[config.mk]
export PLATFORM = sky130hd
export DESIGN_NAME = log2_window_avg_flat
export DESIGN_NICKNAME = d
export VERILOG_FILES = /design/src/rtl/log2_pkg.sv /design/src/rtl/log2_window_avg_if.sv /design/src/rtl/log2_minmax.sv /design/src/rtl/log2_window_avg.sv /design/src/flat_wrapper.sv
export SDC_FILE = /design/constraint.sdc
export NUM_CORES = 1
export LEC_CHECK = 0
export ABC_AREA = 1
export CAP_MARGIN = 20
export CORE_ASPECT_RATIO = 2
export CORE_UTILIZATION = 56
export DETAILED_ROUTE_END_ITERATION = 8
export PLACE_DENSITY_LB_ADDON = 0.15
export RECOVER_POWER = 100
export SKIP_LAST_GASP = 1
export SLEW_MARGIN = 20
export SYNTH_ARGS = -nofsm -noshare
export SYNTH_HDL_FRONTEND = slang
export SYNTH_SLANG_ARGS = --single-unit
[constraint.sdc]
create_clock -name clk -period 3.6 [get_ports clk]
set_input_delay 0.36 -clock clk [delete_from_list [all_inputs] [get_ports clk]]
set_output_delay 0.36 -clock clk [all_outputs]
set_load 0.01 [all_outputs]
[src/rtl/log2_pkg.sv]
// Shared types and default sizing for the log2 stream post-processing blocks.
package log2_pkg;

  typedef enum logic {
    ACC  = 1'b0,
    HOLD = 1'b1
  } state_t;

  localparam int DEF_WIDTH  = 32;
  localparam int DEF_LOG2_N = 4;
  localparam int DEF_SUM_W  = DEF_WIDTH + DEF_LOG2_N;

  // A window of 2^log2_n samples needs log2_n extra bits to never overflow.
  function automatic int sum_width(input int width, input int log2_n);
    return width + log2_n;
  endfunction

endpackage

[src/rtl/log2_window_avg_if.sv]
// Sample stream in, window record stream out, plus the early-close request.
interface log2_window_avg_if import log2_pkg::*; #(
  parameter int WIDTH  = DEF_WIDTH,
  parameter int LOG2_N = DEF_LOG2_N
) ();

  localparam int SUM_W = sum_width(WIDTH, LOG2_N);

  logic              in_valid;
  logic              in_ready;
  logic [WIDTH-1:0]  in0;
  logic              flush;
  logic              out_valid;
  logic              out_ready;
  logic [WIDTH-1:0]  out0;
  logic [SUM_W-1:0]  out_sum;
  logic [WIDTH-1:0]  out_min;
  logic [WIDTH-1:0]  out_max;
  logic              out_partial;
  logic [LOG2_N:0]   out_count;

  modport master (
    output in_valid, in0, flush, out_ready,
    input  in_ready, out_valid, out0, out_sum, out_min, out_max, out_partial, out_count
  );

  modport slave (
    input  in_valid, in0, flush, out_ready,
    output in_ready, out_valid, out0, out_sum, out_min, out_max, out_partial, out_count
  );

endinterface

[src/rtl/log2_minmax.sv]
// Registered running min/max; next values are exposed so a record can
// include the sample accepted in the same cycle it is latched.
module log2_minmax import log2_pkg::*; #(
  parameter int WIDTH = DEF_WIDTH
) (
  input  logic             clk,
  input  logic             rst_n,
  input  logic             clear,
  input  logic             en,
  input  logic             load,
  input  logic [WIDTH-1:0] sample,
  output logic [WIDTH-1:0] min_next,
  output logic [WIDTH-1:0] max_next
);

  logic [WIDTH-1:0] min_q;
  logic [WIDTH-1:0] max_q;

  // The first sample of a window overrides the stale tracked values.
  always_comb begin
    min_next = min_q;
    max_next = max_q;
    if (en) begin
      if (load || (sample < min_q)) min_next = sample;
      if (load || (sample > max_q)) max_next = sample;
    end
  end

  always_ff @(posedge clk) begin
    if (!rst_n) begin
      min_q <= '0;
      max_q <= '0;
    end else if (clear) begin
      min_q <= '0;
      max_q <= '0;
    end else begin
      min_q <= min_next;
      max_q <= max_next;
    end
  end

endmodule

[src/rtl/log2_window_avg.sv]
// Accumulates fixed windows of 2^LOG2_N log2 samples and emits one
// sum/average/min/max record per window (or per early flush).
module log2_window_avg import log2_pkg::*; #(
  parameter int WIDTH  = DEF_WIDTH,
  parameter int LOG2_N = DEF_LOG2_N
) (
  input logic              clk,
  input logic              rst_n,
  log2_window_avg_if.slave bus
);

  localparam int SUM_W = sum_width(WIDTH, LOG2_N);
  localparam logic [LOG2_N:0] FULL = {1'b1, {LOG2_N{1'b0}}};

  state_t           state;
  state_t           next_state;
  logic [SUM_W-1:0] sum;
  logic [SUM_W-1:0] sum_next;
  logic [LOG2_N:0]  count;
  logic [LOG2_N:0]  count_next;
  logic             ready_q;
  logic             valid_q;
  logic             accept;
  logic             latch;
  logic             partial;
  logic             release_rec;
  logic [WIDTH-1:0] min_next;
  logic [WIDTH-1:0] max_next;

  logic [SUM_W-1:0] rec_sum;
  logic [WIDTH-1:0] rec_avg;
  logic [WIDTH-1:0] rec_min;
  logic [WIDTH-1:0] rec_max;
  logic [LOG2_N:0]  rec_count;
  logic             rec_partial;

  assign accept     = bus.in_valid && ready_q && (state == ACC);
  assign sum_next   = sum + (accept ? {{LOG2_N{1'b0}}, bus.in0} : '0);
  assign count_next = count + {{LOG2_N{1'b0}}, accept};

  // A full window wins over a flush arriving on the same cycle.
  always_comb begin
    next_state  = state;
    latch       = 1'b0;
    partial     = 1'b0;
    release_rec = 1'b0;
    case (state)
      ACC: begin
        if (accept && (count_next == FULL)) begin
          latch      = 1'b1;
          next_state = HOLD;
        end else if (bus.flush && (count_next != '0)) begin
          latch      = 1'b1;
          partial    = 1'b1;
          next_state = HOLD;
        end
      end
      HOLD: begin
        if (bus.out_ready) begin
          release_rec = 1'b1;
          next_state  = ACC;
        end
      end
    endcase
  end

  // Handshake flags are registered from the next state so they stay glitch-free.
  always_ff @(posedge clk) begin
    if (!rst_n) begin
      state   <= ACC;
      ready_q <= 1'b0;
      valid_q <= 1'b0;
    end else begin
      state   <= next_state;
      ready_q <= (next_state == ACC);
      valid_q <= (next_state == HOLD);
    end
  end

  always_ff @(posedge clk) begin
    if (!rst_n) begin
      sum   <= '0;
      count <= '0;
    end else if (release_rec) begin
      sum   <= '0;
      count <= '0;
    end else if (accept) begin
      sum   <= sum_next;
      count <= count_next;
    end
  end

  log2_minmax #(
    .WIDTH (WIDTH)
  ) u_minmax (
    .clk      (clk),
    .rst_n    (rst_n),
    .clear    (release_rec),
    .en       (accept),
    .load     (count == '0),
    .sample   (bus.in0),
    .min_next (min_next),
    .max_next (max_next)
  );

  // The average always divides by the full window length, even for partial records.
  always_ff @(posedge clk) begin
    if (!rst_n) begin
      rec_sum     <= '0;
      rec_avg     <= '0;
      rec_min     <= '0;
      rec_max     <= '0;
      rec_count   <= '0;
      rec_partial <= 1'b0;
    end else if (latch) begin
      rec_sum     <= sum_next;
      rec_avg     <= WIDTH'(sum_next >> LOG2_N);
      rec_min     <= min_next;
      rec_max     <= max_next;
      rec_count   <= count_next;
      rec_partial <= partial;
    end
  end

  assign bus.in_ready    = ready_q;
  assign bus.out_valid   = valid_q;
  assign bus.out0        = rec_avg;
  assign bus.out_sum     = rec_sum;
  assign bus.out_min     = rec_min;
  assign bus.out_max     = rec_max;
  assign bus.out_count   = rec_count;
  assign bus.out_partial = rec_partial;

endmodule

[src/flat_wrapper.sv]
// flat-port wrapper written by rule: the top's interface ports become plain ports
module log2_window_avg_flat import log2_pkg::*;
#(
  parameter int WIDTH  = DEF_WIDTH,
  parameter int LOG2_N = DEF_LOG2_N
)
  (clk, rst_n, bus_in_valid, bus_in0, bus_flush, bus_out_ready, bus_in_ready, bus_out_valid, bus_out0, bus_out_sum, bus_out_min, bus_out_max, bus_out_partial, bus_out_count);
  log2_window_avg_if #(.WIDTH(WIDTH), .LOG2_N(LOG2_N)) bus_i ();
  input logic clk;
  input logic rst_n;
  input wire logic [$bits(bus_i.in_valid)-1:0] bus_in_valid;
  input wire logic [$bits(bus_i.in0)-1:0] bus_in0;
  input wire logic [$bits(bus_i.flush)-1:0] bus_flush;
  input wire logic [$bits(bus_i.out_ready)-1:0] bus_out_ready;
  output wire logic [$bits(bus_i.in_ready)-1:0] bus_in_ready;
  output wire logic [$bits(bus_i.out_valid)-1:0] bus_out_valid;
  output wire logic [$bits(bus_i.out0)-1:0] bus_out0;
  output wire logic [$bits(bus_i.out_sum)-1:0] bus_out_sum;
  output wire logic [$bits(bus_i.out_min)-1:0] bus_out_min;
  output wire logic [$bits(bus_i.out_max)-1:0] bus_out_max;
  output wire logic [$bits(bus_i.out_partial)-1:0] bus_out_partial;
  output wire logic [$bits(bus_i.out_count)-1:0] bus_out_count;
  assign bus_i.in_valid = bus_in_valid;
  assign bus_i.in0 = bus_in0;
  assign bus_i.flush = bus_flush;
  assign bus_i.out_ready = bus_out_ready;
  assign bus_in_ready = bus_i.in_ready;
  assign bus_out_valid = bus_i.out_valid;
  assign bus_out0 = bus_i.out0;
  assign bus_out_sum = bus_i.out_sum;
  assign bus_out_min = bus_i.out_min;
  assign bus_out_max = bus_i.out_max;
  assign bus_out_partial = bus_i.out_partial;
  assign bus_out_count = bus_i.out_count;
  log2_window_avg #(.WIDTH(WIDTH), .LOG2_N(LOG2_N)) u_core (.clk(clk), .rst_n(rst_n), .bus(bus_i));
endmodule
==> metrics.cfg, run 1 <==
[placement]
hpwl_microns=27400
pre_cts_ws_ns=0.203
gp_congestion=0.929
io_buffer_count=176

[route]
drc=0
wirelength_microns=37700
via_per_inst=5.19
num_vias=12834
routedWlPerCell_microns=15.3
ant_nets=0
drt_pass1_iterations=6
drt_iter0_drc=744

[logic_synthesis]
synth-main-ff-cell=dfxtp_1
synth_area_leaders=dfxtp_1, nand2_1, inv_1
synth_area_sq_um=13000
synth-edff-count=0
synth_most_common_cell=nand2_1
avgSynthCellArea_sq_um=6.34
yosysWarnings=0
synth_common_cells=nand2_1, inv_1, dfxtp_1
synthCells=2056
synth.distinct_cells=36
async_reset_ff_share_pct=0
synthDominantCellAreaShare_pct=32.7
synth_area_leader_cell=dfxtp_1
synth.net_count=2191
ys_seq_area_share_pct=32.7
ys_seq_elements=213

[setup_path]
r2r-end=u_core.bus.out_min[21]
rrSetupSlack_ns=0.43
rr_startpoint=u_core.state
critical_path_class=reg -> reg
cp_max_fo=63
r2r_cells=9
crit_path_end_kind=register
required_ns=4.07
start_kind=register
arrival_ns=3.64

[clock_network]
post_cts_buffers=0
clock-sinks=213
max-clock-path-buffers=3
cts_tree=built
numCtsBuffers=21
cts_hold_buf=0
clockRootBuffer=clkbuf_16
worst_setup_hold_path_clk_slew_ns=0.07
clkLatencyLatePin_ns=0.53
htree_num_levels=1
post_cts_resized=0

[floorplan]
rows=78
die_y_microns=218
chipWidth_microns=110
die_area_sq_um=23900
coreArea_sq_um=22700
ios=177
initial_core_util_pct=57.4

[timing]
fin_crit_sh_pct=88.2
timing.fmax_ghz=0.315
slew-limit-headroom_pct=3.78
setup_violations=0
tightestPinTransition_ns=1.44
fin_crit_ns=3.17
clock_skew_ns=0.0201
hold_viol=0
rsz0062_at_grt=false
setup_slack_ns=0.426
setup-tns-final_ns=0
maxSlewViolCount=0

[global_route]
grt_start_max_net_pins=114
grt_usage_pct=32.2
first_global_vias=12556
grt_pass1_wl_microns=60400
antenna_found_initial=0
grt_overflow=0

[layout]
multi_input_area_sq_um=6480
fillers=2108
syn2layout_area_growth_pct=18.8
num_antenna_cells=0
drive_above_1_share_pct=3.01
fin_nets=2313
ff_latch_area_sq_um=4260

[outcome]
outcome=finished clean

[pwr]
power_density_nw_per_um2=516
vdd_drop_max_mv=0.498
p_leak_nw=8.52

[min_path]
hold_depth=3
hold_path_end=u_core.bus.in_ready
holdCritStartpoint=rst_n
hold_class=in -> reg

[run]
drv_cap=0

logic make-up (layout without fill, tap and decap cells):
logic type                 count (synthesis)  count (layout)  share of synthesized area (%)
AOI/OAI and AO/OA                        247             247                           10.1
adders and majority gates                 98              98                           9.46
buffers and inverters                    562             699                           17.7
xor gates and xnor gates                  23              23                           1.54
and+or+nand+nor                          913             913                           28.6
DFF                                      213             213                           32.7
layout make-up:
class / count / share of cell area [%]
inverter: 455 / 11.0
timing repair buffer: 206 / 13.0
clock buffer: 29 / 3.78
clock inverter: 9 / 0.654
sequential: 213 / 27.5
tap: 280 / 2.26
multi-input combinational: 1281 / 41.8
cell usage in the layout (no fill, tap or decap), types with 2 or more instances in the layout:
cell type / Yosys / final
inv_1: 454 / 453
dlygate4sd3_1: 0 / 140
o211ai_1: 9 / 9
buf_4: 37 / 19
buf_12: 0 / 4
nand2_1: 507 / 507
clkinv_2: 0 / 6
clkdlybuf4s50_1: 0 / 35
nand4_1: 7 / 7
clkbuf_16: 0 / 21
nor2_1: 188 / 188
o21bai_1: 5 / 5
nor4_1: 2 / 3
xnor2_1: 8 / 8
xor2_1: 15 / 15
a21boi_0: 2 / 2
o21ai_0: 72 / 73
clkbuf_2: 0 / 2
a21oi_1: 142 / 142
nor3_1: 8 / 8
o21a_1: 7 / 7
clkbuf_8: 0 / 3
bufinv_16: 0 / 2
dfxtp_1: 213 / 213
a31oi_1: 3 / 3
nand3_1: 195 / 194
clkbuf_1: 34 / 10
a21o_1: 3 / 3
ha_1: 97 / 97
sequential cells by signal (all words and copies together), names as in the netlist:
name                    flops
u_core.bus.out_count        5
u_core.u_minmax.max_q      32
u_core.u_minmax.min_q      32
u_core.state                1
u_core.sum                 36
u_core.count                5
u_core.bus.out_sum          4
u_core.bus.in_ready         1
u_core.bus.out_min         32
u_core.bus.out_partial      1
u_core.bus.out0            32
u_core.bus.out_max         32
metal layers:
metal  track usage, %  part of all wire [%]
met1             34.5                    38
met2             59.4                    52
met3             3.68                   4.5
met4             17.5                   5.4
met5                0                     0
power by group:
group,switching (mW),internal [mW],leakage (nW)
logic,1.65,1.12,6.44
registers,0.232,2.72,1.74
clock network,0.987,1.29,0.339
total,2.87,5.13,8.52
worst max-delay path, cell delays in order (launching register included):
cell	delay (ns)
dfxtp_1	0.32
inv_1	0.16
nand3_2	0.17
clkinv_2	0.18
clkbuf_2	1.05
buf_4	0.67
nand3_1	0.17
nand3_1	0.18
nand2_1	0.08
inv_1	0.05
worst max path at each step:
stage,end,slack [ns],depth (start not counted),startpoint
2_1_floorplan,u_core.sum[32],0.52,17,u_core.state
3_3_place_gp,u_core.bus.out0[30],0.24,17,bus_in0[0]
3_5_place_dp,u_core.sum[26],0.20,17,bus_in0[0]
4_1_cts,u_core.bus.out0[14],0.57,17,u_core.state
5_1_grt,u_core.bus.out0[14],0.14,17,u_core.state
6_report,u_core.bus.out_min[21],0.43,9,u_core.state
stage by stage:
stage	std cells	util, %	power [mW]	hold WS, ns	area (sq um)
after detailed placement	2435	65.3	5.91	0.475	14800
after global routing	2473	68.2	8.51	0.226	15500
after floorplan	2056	-	4.79	0.450	13000
after CTS	2473	68.3	8.19	0.199	15500
after global placement	2435	65.3	5.85	0.465	14800
final	2473	68.2	8.00	0.204	15500
Note: power is estimated with default switching activity, not from simulation.
==> run 2, diff against run 1 <==
CORE_UTILIZATION = 40   (was 56)
HOLD_SLACK_MARGIN = 0.05   (was default)
SKIP_LAST_GASP = default   (was 1)
==> run 2 against run 1 <==
Effect of this change:
- first-iteration DRC count fell by 22%
- sequential share of layout area fell by 0.80 points
- via count fell by 0.94%
- sequential power barely moved
- final area rose by 3.0%
- total power rose by 1.2%
- combinational power rose by 3%
- critical path type unchanged
==> metrics.cfg, run 2 (synthesis results as in run 1) <==
[setup_path]
crit_top_cell=nand2_1
cp_max_fo=73
required_ns=4.02
slowest_delay_ns=0.43
start_kind=register
cp_slowest_cell=nor4_1
r2r_cells=15
arrival_ns=3.74
crit_path_end_kind=register
crit_chain=inv_1 > nand3_2 > clkinvlp_2 > ha_1 > ha_1 > xor2_1 > nor4_1 > nand2_1 > nand2_1 > nand2_1 > inv_2 > buf_12 > nand3_1 > nand2_1 > inv_1
critical_path_class=reg -> reg

[clock_network]
numCtsBuffers=21
cts_tree=built
worst_setup_hold_path_clk_slew_ns=0.07
clock-sinks=213
max-clock-path-buffers=3
clkLatencyLatePin_ns=0.53
post_cts_resized=0
htree_num_levels=1
post_cts_buffers=0
cts_hold_buf=0
clockRootBuffer=clkbuf_16

[layout]
final_cell_area_sq_um=16000
syn2layout_area_growth_pct=22.4
fillers=3434
final_cell_count_no_fill=2659
drive_above_1_share_pct=4.53
final_common_cell=nand2_1
layout_common_cells=nand2_1, inv_1, dfxtp_1
largest_register_ffs=36
fin_nets=2352
num_antenna_cells=0
utilization_pct=49.7
largest-register=u_core.sum

[timing]
hold_viol=0
maxSlewViolCount=0
fin_crit_ns=3.32
fin_crit_sh_pct=92.2
tightestPinTransition_ns=1.04
setup_violations=0
slew-limit-headroom_pct=30.9
rsz0062_at_grt=false
setup-tns-final_ns=0
timing.fmax_ghz=0.301
clock_skew_ns=0.0173

[pwr]
power.total_mw=8.09
p_comb_share_pct=35.1
seqPwrFrac_pct=36.4
p_int_mw=5.22
swShare_pct=35.5
vdd_drop_max_mv=0.347
p_leak_nw=8.69
power.switching_mw=2.87
pwr-share-clk_pct=28.5
power_density_nw_per_um2=507

[floorplan]
ios=177
coreArea_sq_um=32100
chipWidth_microns=130
die_y_microns=257
initial_core_util_pct=40.6
rows=93
die_area_sq_um=33400

[placement]
io_buffer_count=176
hpwl_microns=29200
gp_congestion=0.885
dpl-instance-area_sq_um=15300
dp.cells=2621

[route]
drc=0
drt_pass1_iterations=5
num_vias=12714
routedWlPerCell_microns=14.9
via_per_inst=4.78
wirelength_microns=39600
ant_nets=0
drt_iter0_drc=577

[global_route]
grt_pass1_wl_microns=63700
grt_overflow=0
antenna_found_initial=0
grt_start_max_net_pins=88
first_global_vias=12403
grt_usage_pct=24.3

[outcome]
outcome=finished clean

[run]
drv_cap=0

[min_path]
hold_depth=3
hold_class=in -> reg

-- run 2: final timing paths --
check	slack (ns)	from	end
max	0.28	u_core.state	u_core.bus.out_min[22]
min	0.26	rst_n	u_core.state
max reg2reg	0.28	u_core.state	u_core.bus.out_min[22]
min reg2reg	0.47	u_core.bus.out_count[2]	u_core.bus.out_count[2]
-- run 2: power groups by stage --
stage,logic (mW),registers [mW],clock network [mW]
2_1_floorplan,1.73,3.07,0
3_3_place_gp,2.96,3.01,0
3_5_place_dp,2.99,3.01,0
4_1_cts,3.01,2.96,2.38
5_1_grt,3.21,2.99,2.47
6_report,2.84,2.94,2.31
-- run 2: critical path, delay by kind of cell (launching register included) --
family / cells / cell delay [ns]
DFF: 1 / 0.35
buffers and inverters: 5 / 0.84
and+or+nand+nor: 7 / 1.31
adders and majority gates: 2 / 0.48
xor gates and xnor gates: 1 / 0.17
-- run 2: area by class of cell --
cell class / count / area [sq um] / area share (%)
tap: 427 / 534 / 3.35
clock buffer: 33 / 621 / 3.89
multi-input combinational: 1281 / 6470 / 40.5
inverter: 455 / 1710 / 10.7
clock inverter: 5 / 78.8 / 0.494
timing repair buffer: 245 / 2290 / 14.3
sequential: 213 / 4260 / 26.7
-- run 2: routing by layer --
metal,vias up,GRT usage (%),routed length (microns)
met5,-,0,0
met3,65,2.12,1230
met2,233,46.6,21100
met4,0,8.91,1270
li1,6591,-,-
met1,5825,27.0,16000
-- run 2: through the flow --
| stage | hold slack (ns) | setup WS (ns) |
|---|---|---|
| 4_1_cts | 0.229 | 0.282 |
| 2_1_floorplan | 0.450 | 0.522 |
| 5_1_grt | 0.259 | 0.0609 |
| 3_3_place_gp | 0.455 | 0.0382 |
| 6_report | 0.260 | 0.280 |
| 3_5_place_dp | 0.457 | 0.00515 |
==> run 3, diff against run 2 <==
CORE_UTILIZATION = 60   (was 40)
DONT_BUFFER_PORTS = 1   (was default)
GPL_TIMING_DRIVEN = 0   (was default)
==> run 3 against run 2 <==
Effect of this change:
- critical path depth rose by 1
- sequential power rose by 6%
- wire length rose by 3.0%
- clock skew fell by 0.0013 ns
- hold slack got worse by 0.21 ns
- die area fell by 33%
- total power fell by 4.1%
- utilization rose by 17 points
- fmax fell by 2.4%
- first-iteration DRC count rose by 29%
- register-to-register slack got worse by 0.08 ns
==> metrics.cfg, run 3 (synthesis results as in run 1) <==
[clock_network]
clkLatencyLatePin_ns=0.52
numCtsBuffers=20
htree_num_levels=1
clockRootBuffer=clkbuf_16
cts_tree=built
clock-sinks=213
worst_setup_hold_path_clk_slew_ns=0.07
max-clock-path-buffers=3

[route]
drc=0
via_per_inst=5.37
routedWlPerCell_microns=17.0
num_vias=12895
ant_nets=0
drt_iter0_drc=744
wirelength_microns=40800
drt_pass1_iterations=6

[pwr]
power_density_nw_per_um2=540
p_leak_nw=7.73
power.total_mw=7.76
vdd_drop_max_mv=0.537

[timing]
hold_viol=0
clock_skew_ns=0.0160
fin_crit_ns=3.40
fin_crit_sh_pct=94.5
worst_hold_slack_ns=0.0544
rsz0062_at_grt=false
slew-limit-headroom_pct=42.5
maxSlewViolCount=0
setup_violations=0
tightestPinTransition_ns=0.862
timing.fmax_ghz=0.294

[global_route]
antenna_found_initial=0
busiest_layer=met2
first_global_vias=12495
grt_util_met2_pct=69.5
grtUsageMet1_pct=36.0
grt_overflow=0
grt_usage_pct=36.6
grt_start_max_net_pins=20
grt_pass1_wl_microns=63400
use_met3_pct=5.01

[layout]
fillers=2009
final_cell_area_sq_um=14400
layout_common_cells=nand2_1, inv_1, dfxtp_1
ff_latch_area_sq_um=4260
largest_register_ffs=36
multi_input_area_sq_um=6490
syn2layout_area_growth_pct=10.1
final_common_cell=nand2_1
drive_above_1_share_pct=3.71
utilization_pct=67.1
fin_nets=2249
largest-register=u_core.sum
num_antenna_cells=0

[placement]
io_buffer_count=0
gp_congestion=0.957
dpl-instance-area_sq_um=13400
hpwl_microns=31000

[setup_path]
required_ns=4.00
start_kind=register
cp_max_fo=19
crit_path_end_kind=register
critical_path_class=reg -> reg
arrival_ns=3.80

[run]
drv_cap=0

[floorplan]
chipWidth_microns=106
coreArea_sq_um=21400
initial_core_util_pct=61.0
rows=76
ios=177
die_y_microns=211
die_area_sq_um=22400

[outcome]
outcome=finished clean

[min_path]
hold_class=in -> reg

run 3: changes by cell type in the layout (fill, tap and decap cells not counted), moves of 6 or more:
cell / change
buf_1: +6
buf_4: -46
buf_2: +15
clkbuf_1: +58
clkdlybuf4s50_1: -34
clkbuf_2: +6
dlygate4sd3_1: -108
run 3: metrics by stage:
step / instances / TNS, ns / setup WS (ns)
2_1_floorplan: 2056 / 0 / 0.522
3_3_place_gp: 2329 / -55.13 / -0.878
3_5_place_dp: 2329 / -58.16 / -0.866
4_1_cts: 2397 / 0 / 0.00556
5_1_grt: 2401 / 0 / 0.0278
6_report: 2401 / 0 / 0.199
run 3: critical path: stages (launching register included):
cell	delay, ns
dfxtp_1	0.38
inv_2	0.15
nand3_4	0.15
buf_4	0.26
nor2_1	0.17
ha_1	0.24
inv_1	0.09
fa_1	0.43
o21ai_2	0.22
a21oi_1	0.17
o21ai_2	0.26
clkbuf_1	0.21
nand3_1	0.13
nand3_1	0.14
nand3_1	0.09
o211ai_1	0.13
inv_1	0.06
run 3: area by class of cell:
class	instances	area share (%)
plain buffers	105	3.25
repair buffers	38	2.54
clock inverters	8	0.845
multi-input cells	1281	45.2
inverters	455	11.9
clock buffers	28	4.12
flip-flops and latches	213	29.7
well taps	273	2.38
run 3: path summary, 6_finish.rpt:
check	end	slack (ns)	depth (start not counted)	startpoint
worst min register to register	u_core.u_minmax.max_q[23]	0.49	2	u_core.u_minmax.max_q[23]
worst max register to register	u_core.sum[30]	0.20	16	u_core.state
worst min-delay path	u_core.u_minmax.max_q[5]	0.05	2	bus_in0[5]
worst max-delay path	u_core.sum[30]	0.20	16	u_core.state
run 3: metal layers:
layer / share of wire [%] / routed length, microns
met1: 35 / 14200
met2: 53 / 21500
met5: 0 / 0
met4: 6.9 / 2820
met3: 5.7 / 2310
run 3: report_power, final:
part / leakage, nW / internal, mW / switching, mW
sequential: 1.74 / 2.72 / 0.384
combinational: 5.64 / 0.779 / 1.53
clock: 0.349 / 1.37 / 0.978
total: 7.73 / 4.87 / 2.89
run 3: what timing repair did:
item,CTS,global route
gates cloned,0,0
hold buffers,33,0
gates resized for setup,8,3
endpoints found under the hold margin,62,0
setup buffers,1,4
pin swaps,1,1
endpoints found under the setup margin,133,120
